**config.mk**
```make
export PLATFORM = sky130hd
export DESIGN_NAME = ss_key_detect_flat
export DESIGN_NICKNAME = d
export VERILOG_FILES = /design/src/rtl/ss_key_detect_if.sv /design/src/rtl/ss_key_detect.sv /design/src/flat_wrapper.sv
export SDC_FILE = /design/constraint.sdc
export NUM_CORES = 1
export LEC_CHECK = 0
export CAP_MARGIN = 20
export CORE_MARGIN = 2
export CORE_UTILIZATION = 40
export CTS_CLUSTER_SIZE = 20
export DETAILED_ROUTE_END_ITERATION = 10
export MAX_ROUTING_LAYER = met4
export PLACE_DENSITY = 0.75
export SLEW_MARGIN = 20
export SYNTH_ARGS = -nofsm -noshare
export SYNTH_HDL_FRONTEND = slang
export SYNTH_SLANG_ARGS = --single-unit
```
**constraint.sdc**
```tcl
create_clock -name clk -period 4.2 [get_ports clk]
set_input_delay 0.63 -clock clk [delete_from_list [all_inputs] [get_ports clk]]
set_output_delay 0.63 -clock clk [all_outputs]
set_load 0.05 [all_outputs]
```
**src/rtl/ss_key_detect_if.sv**
```systemverilog
// CPU bus snoop bundle: one completed CPU access per bus_act strobe.
// Latency: n/a (wires only).
// Backpressure: none; the snooper never stalls the CPU bus.
// Ports: bus_act (access complete), cpu_addr[15:0], cpu_rw (1=read), cpu_dat[7:0].
interface ss_key_detect_if;
   logic        bus_act;
   logic [15:0] cpu_addr;
   logic        cpu_rw;
   logic [7:0]  cpu_dat;

   modport master (output bus_act, output cpu_addr, output cpu_rw, output cpu_dat);
   modport slave  (input  bus_act, input  cpu_addr, input  cpu_rw, input  cpu_dat);
endinterface

```
**src/rtl/ss_key_detect.sv**
```systemverilog
// Snoops $4016 pad traffic to rebuild the P1 button byte; fires save/load/menu on held combos or debounced button.
// Latency: joy_state/joy_valid 1 clk after the 8th read; req_* 1 clk after the joy_valid that completes the hold.
// Backpressure: none; passive snooper, req_* are single-cycle pulses the consumer must catch.
// Ports: clk, rst_n (sync, active low); bus (ss_key_detect_if.slave: bus_act/cpu_addr/cpu_rw/cpu_dat);
//        ss_key_save/load/menu combo masks, ct_ss_on, ct_ss_btn, ss_btn (async);
//        joy_state, joy_valid, req_save, req_load, req_menu.
module ss_key_detect #(
   parameter int          HOLD_FRAMES = 4,
   parameter logic [15:0] DEB_CYC     = 16'd50000
) (
   input  logic                    clk,
   input  logic                    rst_n,
   ss_key_detect_if.slave          bus,
   input  logic [7:0]              ss_key_save,
   input  logic [7:0]              ss_key_load,
   input  logic [7:0]              ss_key_menu,
   input  logic                    ct_ss_on,
   input  logic                    ct_ss_btn,
   input  logic                    ss_btn,
   output logic [7:0]              joy_state,
   output logic                    joy_valid,
   output logic                    req_save,
   output logic                    req_load,
   output logic                    req_menu
);

   typedef enum logic [1:0] {ST_IDLE, ST_STRB, ST_SHIFT} pad_st_e;
   typedef enum logic [1:0] {K_NONE, K_MENU, K_SAVE, K_LOAD} key_e;

   localparam logic [3:0] HOLD_N = 4'(HOLD_FRAMES);

   // pad reconstruction
   pad_st_e     pad_st_q, pad_st_d;
   logic [2:0]  bit_cnt_q, bit_cnt_d;
   logic [7:0]  shift_q, shift_d;
   logic [7:0]  joy_state_q, joy_state_d;
   logic        joy_valid_q, joy_valid_d;

   // combo hold tracking
   key_e        cur_key_q, cur_key_d;
   logic [3:0]  hold_q, hold_d;
   logic        latch_q, latch_d;
   logic [23:0] masks_q, masks_d;

   // external button
   logic        sync1_q, sync1_d;
   logic        sync2_q, sync2_d;
   logic [15:0] deb_cnt_q, deb_cnt_d;
   logic        deb_lvl_q, deb_lvl_d;

   logic        req_save_q, req_save_d;
   logic        req_load_q, req_load_d;
   logic        req_menu_q, req_menu_d;

   logic        pad_hit;
   logic        mask_chg;
   key_e        key_now;
   key_e        fire;
   logic        btn_fire;

   // ---------------------------------------------------------------- pad FSM
   always_comb begin
      pad_st_d    = pad_st_q;
      bit_cnt_d   = bit_cnt_q;
      shift_d     = shift_q;
      joy_state_d = joy_state_q;
      joy_valid_d = 1'b0;
      pad_hit     = bus.bus_act && (bus.cpu_addr == 16'h4016);

      if (pad_hit && !bus.cpu_rw) begin
         if (bus.cpu_dat[0]) begin
            // strobe high restarts the pad from any state, dropping partial bits
            pad_st_d  = ST_STRB;
            bit_cnt_d = 3'd0;
            shift_d   = 8'h00;
         end else if (pad_st_q == ST_STRB) begin
            pad_st_d  = ST_SHIFT;
            bit_cnt_d = 3'd0;
            shift_d   = 8'h00;
         end
      end else if (pad_hit && bus.cpu_rw && (pad_st_q == ST_SHIFT)) begin
         // some pads report on d1 (expansion port), so either line counts as pressed
         shift_d[bit_cnt_q] = bus.cpu_dat[0] | bus.cpu_dat[1];
         bit_cnt_d          = bit_cnt_q + 3'd1;
         if (bit_cnt_q == 3'd7) begin
            joy_state_d = shift_d;
            joy_valid_d = 1'b1;
            pad_st_d    = ST_IDLE;
            bit_cnt_d   = 3'd0;
         end
      end
   end

   // ---------------------------------------------------------- combo matcher
   always_comb begin
      masks_d   = {ss_key_menu, ss_key_save, ss_key_load};
      mask_chg  = (masks_d != masks_q);
      cur_key_d = cur_key_q;
      hold_d    = hold_q;
      latch_d   = latch_q;
      fire      = K_NONE;

      // menu > save > load when several masks equal the pad byte
      if ((ss_key_menu != 8'h00) && (joy_state_q == ss_key_menu))
         key_now = K_MENU;
      else if ((ss_key_save != 8'h00) && (joy_state_q == ss_key_save))
         key_now = K_SAVE;
      else if ((ss_key_load != 8'h00) && (joy_state_q == ss_key_load))
         key_now = K_LOAD;
      else
         key_now = K_NONE;

      if (!ct_ss_on || mask_chg) begin
         // a new config invalidates any partially held combo
         cur_key_d = K_NONE;
         hold_d    = 4'd0;
         latch_d   = 1'b0;
      end else if (joy_valid_q) begin
         if (key_now == K_NONE) begin
            cur_key_d = K_NONE;
            hold_d    = 4'd0;
            latch_d   = 1'b0;
         end else if (key_now == cur_key_q) begin
            if (hold_q < HOLD_N)
               hold_d = hold_q + 4'd1;
         end else begin
            cur_key_d = key_now;
            hold_d    = 4'd1;
            latch_d   = 1'b0;
         end
         // latch keeps a held combo from re-firing every frame
         if ((key_now != K_NONE) && (hold_d == HOLD_N) && !latch_d) begin
            fire    = key_now;
            latch_d = 1'b1;
         end
      end
   end

   // ------------------------------------------------------- button debounce
   always_comb begin
      sync1_d   = ss_btn;
      sync2_d   = sync1_q;
      deb_lvl_d = deb_lvl_q;
      deb_cnt_d = 16'd0;
      btn_fire  = 1'b0;

      if (!ct_ss_on) begin
         deb_lvl_d = 1'b0;
      end else if (sync2_q != deb_lvl_q) begin
         // level is accepted on the DEB_CYC-th consecutive differing cycle
         if (deb_cnt_q == (DEB_CYC - 16'd1)) begin
            deb_lvl_d = sync2_q;
            btn_fire  = sync2_q && ct_ss_btn;
         end else begin
            deb_cnt_d = deb_cnt_q + 16'd1;
         end
      end
   end

   // ---------------------------------------------------------- request merge
   always_comb begin
      // button and menu combo collapse into one pulse; a save/load landing in the
      // same cycle as a button press yields to the menu so only one req is ever high
      req_menu_d = ct_ss_on && ((fire == K_MENU) || btn_fire);
      req_save_d = ct_ss_on && (fire == K_SAVE) && !btn_fire;
      req_load_d = ct_ss_on && (fire == K_LOAD) && !btn_fire;
   end

   always_ff @(posedge clk) begin
      if (!rst_n) begin
         pad_st_q    <= ST_IDLE;
         bit_cnt_q   <= 3'd0;
         shift_q     <= 8'h00;
         joy_state_q <= 8'h00;
         joy_valid_q <= 1'b0;
         cur_key_q   <= K_NONE;
         hold_q      <= 4'd0;
         latch_q     <= 1'b0;
         masks_q     <= 24'h0;
         sync1_q     <= 1'b0;
         sync2_q     <= 1'b0;
         deb_cnt_q   <= 16'd0;
         deb_lvl_q   <= 1'b0;
         req_save_q  <= 1'b0;
         req_load_q  <= 1'b0;
         req_menu_q  <= 1'b0;
      end else begin
         pad_st_q    <= pad_st_d;
         bit_cnt_q   <= bit_cnt_d;
         shift_q     <= shift_d;
         joy_state_q <= joy_state_d;
         joy_valid_q <= joy_valid_d;
         cur_key_q   <= cur_key_d;
         hold_q      <= hold_d;
         latch_q     <= latch_d;
         masks_q     <= masks_d;
         sync1_q     <= sync1_d;
         sync2_q     <= sync2_d;
         deb_cnt_q   <= deb_cnt_d;
         deb_lvl_q   <= deb_lvl_d;
         req_save_q  <= req_save_d;
         req_load_q  <= req_load_d;
         req_menu_q  <= req_menu_d;
      end
   end

   assign joy_state = joy_state_q;
   assign joy_valid = joy_valid_q;
   assign req_save  = req_save_q;
   assign req_load  = req_load_q;
   assign req_menu  = req_menu_q;

endmodule

```
**src/flat_wrapper.sv**
```systemverilog
// flat-port wrapper written by rule: the top's interface ports become plain ports
module ss_key_detect_flat 
#(
   parameter int          HOLD_FRAMES = 4,
   parameter logic [15:0] DEB_CYC     = 16'd50000
)
  (clk, rst_n, ss_key_save, ss_key_load, ss_key_menu, ct_ss_on, ct_ss_btn, ss_btn, joy_state, joy_valid, req_save, req_load, req_menu, bus_bus_act, bus_cpu_addr, bus_cpu_rw, bus_cpu_dat);
  ss_key_detect_if bus_i ();
  input  logic clk;
  input  logic rst_n;
  input  logic [7:0] ss_key_save;
  input  logic [7:0] ss_key_load;
  input  logic [7:0] ss_key_menu;
  input  logic ct_ss_on;
  input  logic ct_ss_btn;
  input  logic ss_btn;
  output logic [7:0] joy_state;
  output logic joy_valid;
  output logic req_save;
  output logic req_load;
  output logic req_menu;
  input wire logic [$bits(bus_i.bus_act)-1:0] bus_bus_act;
  input wire logic [$bits(bus_i.cpu_addr)-1:0] bus_cpu_addr;
  input wire logic [$bits(bus_i.cpu_rw)-1:0] bus_cpu_rw;
  input wire logic [$bits(bus_i.cpu_dat)-1:0] bus_cpu_dat;
  assign bus_i.bus_act = bus_bus_act;
  assign bus_i.cpu_addr = bus_cpu_addr;
  assign bus_i.cpu_rw = bus_cpu_rw;
  assign bus_i.cpu_dat = bus_cpu_dat;
  ss_key_detect #(.HOLD_FRAMES(HOLD_FRAMES), .DEB_CYC(DEB_CYC)) u_core (.clk(clk), .rst_n(rst_n), .bus(bus_i), .ss_key_save(ss_key_save), .ss_key_load(ss_key_load), .ss_key_menu(ss_key_menu), .ct_ss_on(ct_ss_on), .ct_ss_btn(ct_ss_btn), .ss_btn(ss_btn), .joy_state(joy_state), .joy_valid(joy_valid), .req_save(req_save), .req_load(req_load), .req_menu(req_menu));
endmodule
```
==> reports/results.tsv, run 1 <==
stage	metric	value	unit
grt	grt_pass1_vias	2974	
synthesis	synth_warnings	0	
final_layout	antenna_cells	0	
final_layout	layout-drive-gt1-share	0.0746	
detailed_routing	ant_nets	0	
critical_path	cp.arrival	3.02	ns
sta	finalCritPeriodShare	0.655	
detailed_routing	viasPerCell	5.19	
final_layout	multiInputGateArea	2070	um^2
floorplanning	die_h	100	um
placed_design	port_buffers	60	
min_path	whs_path_depth	1	
sta	hold_violations	0	
clock_network	cts_tree	yes	
floorplanning	die_w	100	um
detailed_routing	routed_wl	8.01	mm
final_layout	stdcell_area	4570	um^2
synthesis	yosys.area.top_type	dfxtp_1	
critical_path	critical_path_class	in2reg	
grt	grt_overflow	0	
outcome	status	finished, final reports clean	
placed_design	hpwl	5.95	mm
sta	slew_violations	0	
synthesis	yosys-top-cells-area	dfxtp_1 (41%), xor2_1 (10%), xnor2_1 (5.0%)	
final_layout	area_growth	23.7	%
final_layout	fill_cells	860	
sta	fmax	364	MHz
clock_network	cts-htree-levels	3	
job	maxCapViolCount	0	
floorplanning	io-pin-count	67	
min_path	hold_start	u_core.sync1_q$_SDFF_PN0_	
clock_network	cts_buffer_depth	2	
sta	finClkSkew	0.0128	ns
critical_path	critPathMaxFanout	11	
final_layout	fin_nets	510	
pwr	leakage	1.72	nW
grt	grt_max_degree	32	
pwr	power_per_cell_area	320	nW/um^2
sta	tightest_slew	0.634	ns
synthesis	synth_top_flop_cell	dfxtp_1	
clock_network	cts_buffers	9	
sta	setup_viol	0	
sta	relSlewSlack	0.576	
placed_design	dp.cells	551	
critical_path	critPathRequiredTime	4.47	ns
sta	hold_ws	0.452	ns
synthesis	async_flop_share	0	
detailed_routing	drcViolationCount	0	
floorplanning	initial_core_util	0.405	
sta	final.min_clock_period	2.75	ns
clock_network	path_clk_slew	0.09	ns
sta	final.setup.tns	0	ns
floorplanning	rows	35	
grt	track_usage	0.174	
synthesis	netlist_instances	397	
synthesis	yosysSeqAreaShare	0.407	
clock_network	cts_resized	0	
critical_path	ff2ff_setup_slack	1.76	ns
floorplanning	dieArea	10000	um^2
detailed_routing	drt_iter0_markers	140	
final_layout	seqCellArea	1500	um^2
placed_design	postPlaceCellArea	4350	um^2
critical_path	crit_start	ss_key_menu[1]	
synthesis	synth_edf_count	0	
detailed_routing	dr.pass1.iters	4	
synthesis	avgSynthCellArea	9.30	um^2
critical_path	endpoint_kind	flip-flop	
floorplanning	core_region_area	9110	um^2
synthesis	ys_seq_elements	75	
clock_network	clock_sinks	75	
min_path	hold_class	reg2reg	
synthesis	synth_fp_nets	456	
clock_network	holdBufCountCts	0	
grt	grt_pass1_wl	13.6	mm
pwr	vdd_drop_max	0.180	mV
synthesis	synth_cell_types	47	
critical_path	crit_path_start_kind	input port	
grt	antenna_found_initial	0	
critical_path	timing.rr.start	u_core.joy_state[7]$_SDFFE_PN0P_	
placed_design	gp_congestion	0.865	
critical_path	worstRegToRegCells	6	
sta	grt_setup_unrepaired	false	
detailed_routing	wl_per_cell	14.1	um
final_layout	final_cell_count_no_fill	567	
clock_network	clk_latency	0.34	ns
clock_network	cts_root_buf	clkbuf_8	
detailed_routing	vias	2945	
min_path	hold_end	u_core.sync2_q$_SDFF_PN0_	
critical_path	r2r-end	u_core.hold_q[0]$_SDFFE_PP0P_	
clock_network	cts_setup_buffers	0	
synthesis	synth_top_area_share	0.407	
synthesis	syn_area	3690	um^2
-- through the flow --
step	worst slack, ns	power [mW]	utilization
6_report	1.45	1.46	0.501
5_1_grt	1.35	1.52	0.501
2_1_floorplan	2.03	0.797	-
3_5_place_dp	1.16	0.867	0.477
3_3_place_gp	1.19	0.864	0.477
4_1_cts	1.51	1.48	0.501
-- cells in the mapped netlist, drive strengths merged (4+ instances only) --
cell type	n
dfxtp	75
xor2	42
nor2	34
and2	27
nand2	22
xnor2	21
nor4	20
nor2b	17
and3	11
clkbuf	11
mux2i	11
nand3	11
a22oi	9
mux2	9
nand4	9
inv	8
buf	7
a21oi	5
a21boi	4
ha	4
nor3	4
nor3b	4
-- state kept, by name, indices dropped and copies added, names as in the netlist, 2 cells and up --
register,count
u_core.bit_cnt_q,3
u_core.cur_key_q,2
u_core.deb_cnt_q,16
u_core.hold_q,4
u_core.joy_state,8
u_core.masks_q,24
u_core.pad_st_q,2
u_core.shift_q,8
-- critical path, cell delays in order --
cell and delay [ns]:
clkdlybuf4s50_1 0.48, xor2_1 0.17, nor4_1 0.31, nand4_1 0.44
nor4b_2 0.34, or4_1 0.51, a21oi_1 0.12
-- cells by family after synthesis --
family,after synthesis,share of synthesized area
AND/OR/NAND/NOR,175,0.273
XOR/XNOR,63,0.149
buffers and inverters,26,0.0322
adder cells (fa/ha/maj),4,0.0136
AO/OA/AOI/OAI,34,0.0675
flip-flops,75,0.407
multiplexers,20,0.0573
-- layout make-up --
cell class,count,share of cell area
clock inverters,5,0.0189
inverters,8,0.00658
repair buffers,61,0.133
well taps,111,0.0304
multi-input cells,296,0.453
clock buffers,11,0.0288
flip-flops and latches,75,0.329
-- metal layers --
metal  wire length [um]  GRT usage  vias up
li1                   -          -     1482
met1               3680      0.215     1388
met2               3930      0.290       65
met3                301     0.0334       10
met4                 99     0.0558        0
met5                  0          -        -
-- worst max path at each step --
stage	end	slack [ns]	cells past startpoint
after floorplan	u_core.pad_st_q[1]$_SDFFE_PN0P_	2.03	7
after global placement	u_core.hold_q[0]$_SDFFE_PP0P_	1.19	7
after detailed placement	u_core.hold_q[0]$_SDFFE_PP0P_	1.16	7
after CTS	u_core.hold_q[0]$_SDFFE_PP0P_	1.51	7
after global routing	u_core.hold_q[0]$_SDFFE_PP0P_	1.35	7
final	u_core.hold_q[0]$_SDFFE_PP0P_	1.45	7
-- power by group --
| group | switching [mW] | internal, mW | leakage, nW |
|---|---|---|---|
| combinational | 0.0499 | 0.0712 | 1.00 |
| clock | 0.272 | 0.340 | 0.108 |
| sequential | 0.00567 | 0.724 | 0.611 |
-- placed cells by master, fill, tap and decap left out, drive strengths merged, types with 3 or more instances in the layout --
master	n
clkbuf	11
nand3	11
a22oi	9
inv	9
xor2	42
nor3	4
nand4	9
nor4b	3
nor4	20
mux2i	11
a31oi	3
nor2b	17
dfxtp	75
nand3b	3
and3	11
a21oi	5
clkdlybuf4s50	60
nand2	22
nor3b	4
a21boi	4
mux2	9
xnor2	21
nor2	34
ha	4
and2	27
(Power assumes the default switching activity.)
==> inputs of run 2 (changes only) <==
--- a/config.mk
+++ b/config.mk
@@ -11,7 +11,7 @@
 export CTS_CLUSTER_SIZE = 20
 export DETAILED_ROUTE_END_ITERATION = 10
 export MAX_ROUTING_LAYER = met4
-export PLACE_DENSITY = 0.75
+export PLACE_DENSITY = 0.77
 export SLEW_MARGIN = 20
 export SYNTH_ARGS = -nofsm -noshare
 export SYNTH_HDL_FRONTEND = slang
==> constraint.sdc (replaced) <==
create_clock -name clk -period 2.3 [get_ports clk]
set_input_delay 0.345 -clock clk [delete_from_list [all_inputs] [get_ports clk]]
set_output_delay 0.345 -clock clk [all_outputs]
set_load 0.05 [all_outputs]
==> reports/results.tsv, run 2 (same netlist as run 1, synthesis figures left out) <==
stage	metric	value	unit	change
clock_network	cts-htree-levels	3		unchanged
final_layout	area_growth	30.5	%	
clock_network	cts_buffers	9		unchanged
detailed_routing	wl_per_cell	14.1	um	-0.38%
floorplanning	core_region_area	9110	um^2	unchanged
final_layout	layout_commonest_cell	dfxtp_1		
grt	antenna_found_initial	0		unchanged
sta	finClkSkew	0.0141	ns	+0.00128 ns
sta	fmax	459	MHz	
detailed_routing	drcViolationCount	0		unchanged
clock_network	clk_latency	0.36	ns	+0.02 ns
critical_path	critical_path_class	reg2reg		
detailed_routing	vias	3055		+3.7%
placed_design	hpwl	6.27	mm	+5.4%
job	maxCapViolCount	0		unchanged
grt	grt_pass1_vias	3114		+4.7%
clock_network	cts_setup_buffers	0		unchanged
critical_path	timing.rr.start	u_core.joy_state[4]$_SDFFE_PN0P_		
detailed_routing	ant_nets	0		unchanged
pwr	leakage	1.88	nW	+9.2%
detailed_routing	viasPerCell	5.10		-1.8%
placed_design	dp.cells	583		+5.8%
final_layout	final_cell_count_no_fill	599		+5.6%
clock_network	cts_buffer_depth	2		unchanged
pwr	seqPwrFrac	0.497		-0.002
min_path	hold_class	reg2reg		
sta	tightest_slew	0.524	ns	-0.110 ns
final_layout	antenna_cells	0		unchanged
min_path	whs_path_depth	1		unchanged
min_path	hold_start	u_core.sync1_q$_SDFF_PN0_		
clock_network	path_clk_slew	0.08	ns	about the same
detailed_routing	dr.pass1.iters	4		unchanged
critical_path	ff2ff_setup_slack	0.12	ns	-1.64 ns
sta	setup_viol	0		unchanged
grt	grt_max_degree	51		+59%
final_layout	largest_register_ffs	24		unchanged
critical_path	critPathRequiredTime	2.58	ns	-1.89 ns
placed_design	port_buffers	60		unchanged
placed_design	preCtsSetupSlack	-0.284	ns	-1.45 ns
critical_path	r2r-end	u_core.hold_q[0]$_SDFFE_PP0P_		
floorplanning	rows	35		unchanged
outcome	status	finished, final reports clean		
floorplanning	die_h	100	um	unchanged
final_layout	top_register	u_core.masks_q		
min_path	hold_end	u_core.sync2_q$_SDFF_PN0_		
sta	hold_violations	0		unchanged
clock_network	cts_tree	yes		
sta	grt_setup_unrepaired	false		
final_layout	final_cell_mix	dfxtp_1 (74), clkdlybuf4s50_1 (60), xor2_1 (42)		
critical_path	endpoint_kind	flip-flop		
sta	hold_ws	0.438	ns	-0.0140 ns
floorplanning	dieArea	10000	um^2	unchanged
floorplanning	io-pin-count	67		unchanged
pwr	clkPwrFrac	0.412		-0.006
clock_network	cts_resized	0		unchanged
critical_path	cp.arrival	2.46	ns	-0.56 ns
pwr	p_sw	598	uW	+83%
sta	finalCritPeriodShare	0.946		
sta	slew_violations	0		unchanged
sta	final.min_clock_period	2.18	ns	
critical_path	critPathMaxFanout	6		-5
detailed_routing	routed_wl	8.43	mm	+5.2%
clock_network	holdBufCountCts	0		unchanged
clock_network	clock_sinks	75		unchanged
detailed_routing	drt_iter0_markers	99		-29%
grt	grt_overflow	0		unchanged
pwr	vdd_drop_max	0.309	mV	+71%
floorplanning	die_w	100	um	unchanged
final_layout	fin_nets	542		+6.3%
pwr	internal-power	2.08	mW	+83%
sta	relSlewSlack	0.649		+0.0736
final_layout	fill_cells	845		-1.7%
placed_design	gp_congestion	0.855		-1.1%
clock_network	cts_root_buf	clkbuf_8		
final_layout	layout-drive-gt1-share	0.139		+0.0648
final_layout	reg_top3	u_core.masks_q: 24 flops, u_core.deb_cnt_q: 16 flops		
pwr	power_per_cell_area	556	nW/um^2	+74%
grt	track_usage	0.182		+0.00784
pwr	p_comb_frac	0.091		+0.008
grt	grt_pass1_wl	14.2	mm	+4.3%
critical_path	worstRegToRegCells	7		+1
pwr	switching_share	0.223		-0.000712
final_layout	final_core_util	0.529		+0.0276
sta	setup_slack	0.123	ns	-1.33 ns
floorplanning	initial_core_util	0.405		unchanged
critical_path	crit_path_start_kind	flip-flop		
[run 2: metrics by stage]
| stage | cell area (um^2) | setup TNS (ns) | total power [mW] |
|---|---|---|---|
| floorplan | 3690 | 0 | 1.46 |
| global placement | 4590 | -1.36 | 1.60 |
| detailed placement | 4590 | -1.95 | 1.60 |
| CTS | 4800 | 0 | 2.70 |
| global route | 4820 | 0 | 2.77 |
| finish | 4820 | 0 | 2.68 |
[run 2: worst max-delay path, stage by stage (launching register included)]
cell	delay (ns)
dfxtp_1	0.57
xor2_1	0.13
nor4_1	0.25
nand4_1	0.26
buf_4	0.23
o211a_1	0.12
or4_1	0.41
a21oi_1	0.13
[run 2: routing by layer]
layer	global-route usage	up-vias	wire length, um
met5	-	-	0
met4	0.0748	0	170
met3	0.0320	18	235
met2	0.312	49	4230
met1	0.211	1438	3790
li1	-	1550	-
[run 2: power groups by stage]
stage          logic, mW  clock network, mW  registers (mW)
2_1_floorplan     0.0950                  0            1.36
3_3_place_gp       0.234                  0            1.36
3_5_place_dp       0.240                  0            1.36
4_1_cts            0.241               1.13            1.33
5_1_grt            0.264               1.17            1.33
6_report           0.243               1.10            1.33
[run 2: how the worst max path moves through the flow]
stage                                          start                       endpoint  slack (ns)  depth (start not counted)
CTS                                   ss_key_menu[2]  u_core.hold_q[1]$_SDFFE_PP0P_        0.08                          7
finish              u_core.joy_state[4]$_SDFFE_PN0P_  u_core.hold_q[0]$_SDFFE_PP0P_        0.12                          7
floorplan           u_core.joy_state[6]$_SDFFE_PN0P_  u_core.hold_q[0]$_SDFFE_PP0P_        0.15                          7
global route        u_core.joy_state[4]$_SDFFE_PN0P_  u_core.hold_q[0]$_SDFFE_PP0P_        0.01                          7
detailed placement                    ss_key_menu[2]  u_core.hold_q[1]$_SDFFE_PP0P_       -0.28                          7
global placement                      ss_key_menu[2]    u_core.latch_q$_SDFFE_PP0P_       -0.18                          7
[run 2: final cells by class]
| type | count | area, um^2 | share of cell area |
|---|---|---|---|
| clock buffers | 12 | 135 | 0.0280 |
| clock inverters | 4 | 75.1 | 0.0156 |
| inverters | 8 | 30.0 | 0.00623 |
| multi-input cells | 296 | 2090 | 0.433 |
| flip-flops and latches | 75 | 1500 | 0.312 |
| well taps | 111 | 139 | 0.0288 |
| repair buffers | 93 | 848 | 0.176 |
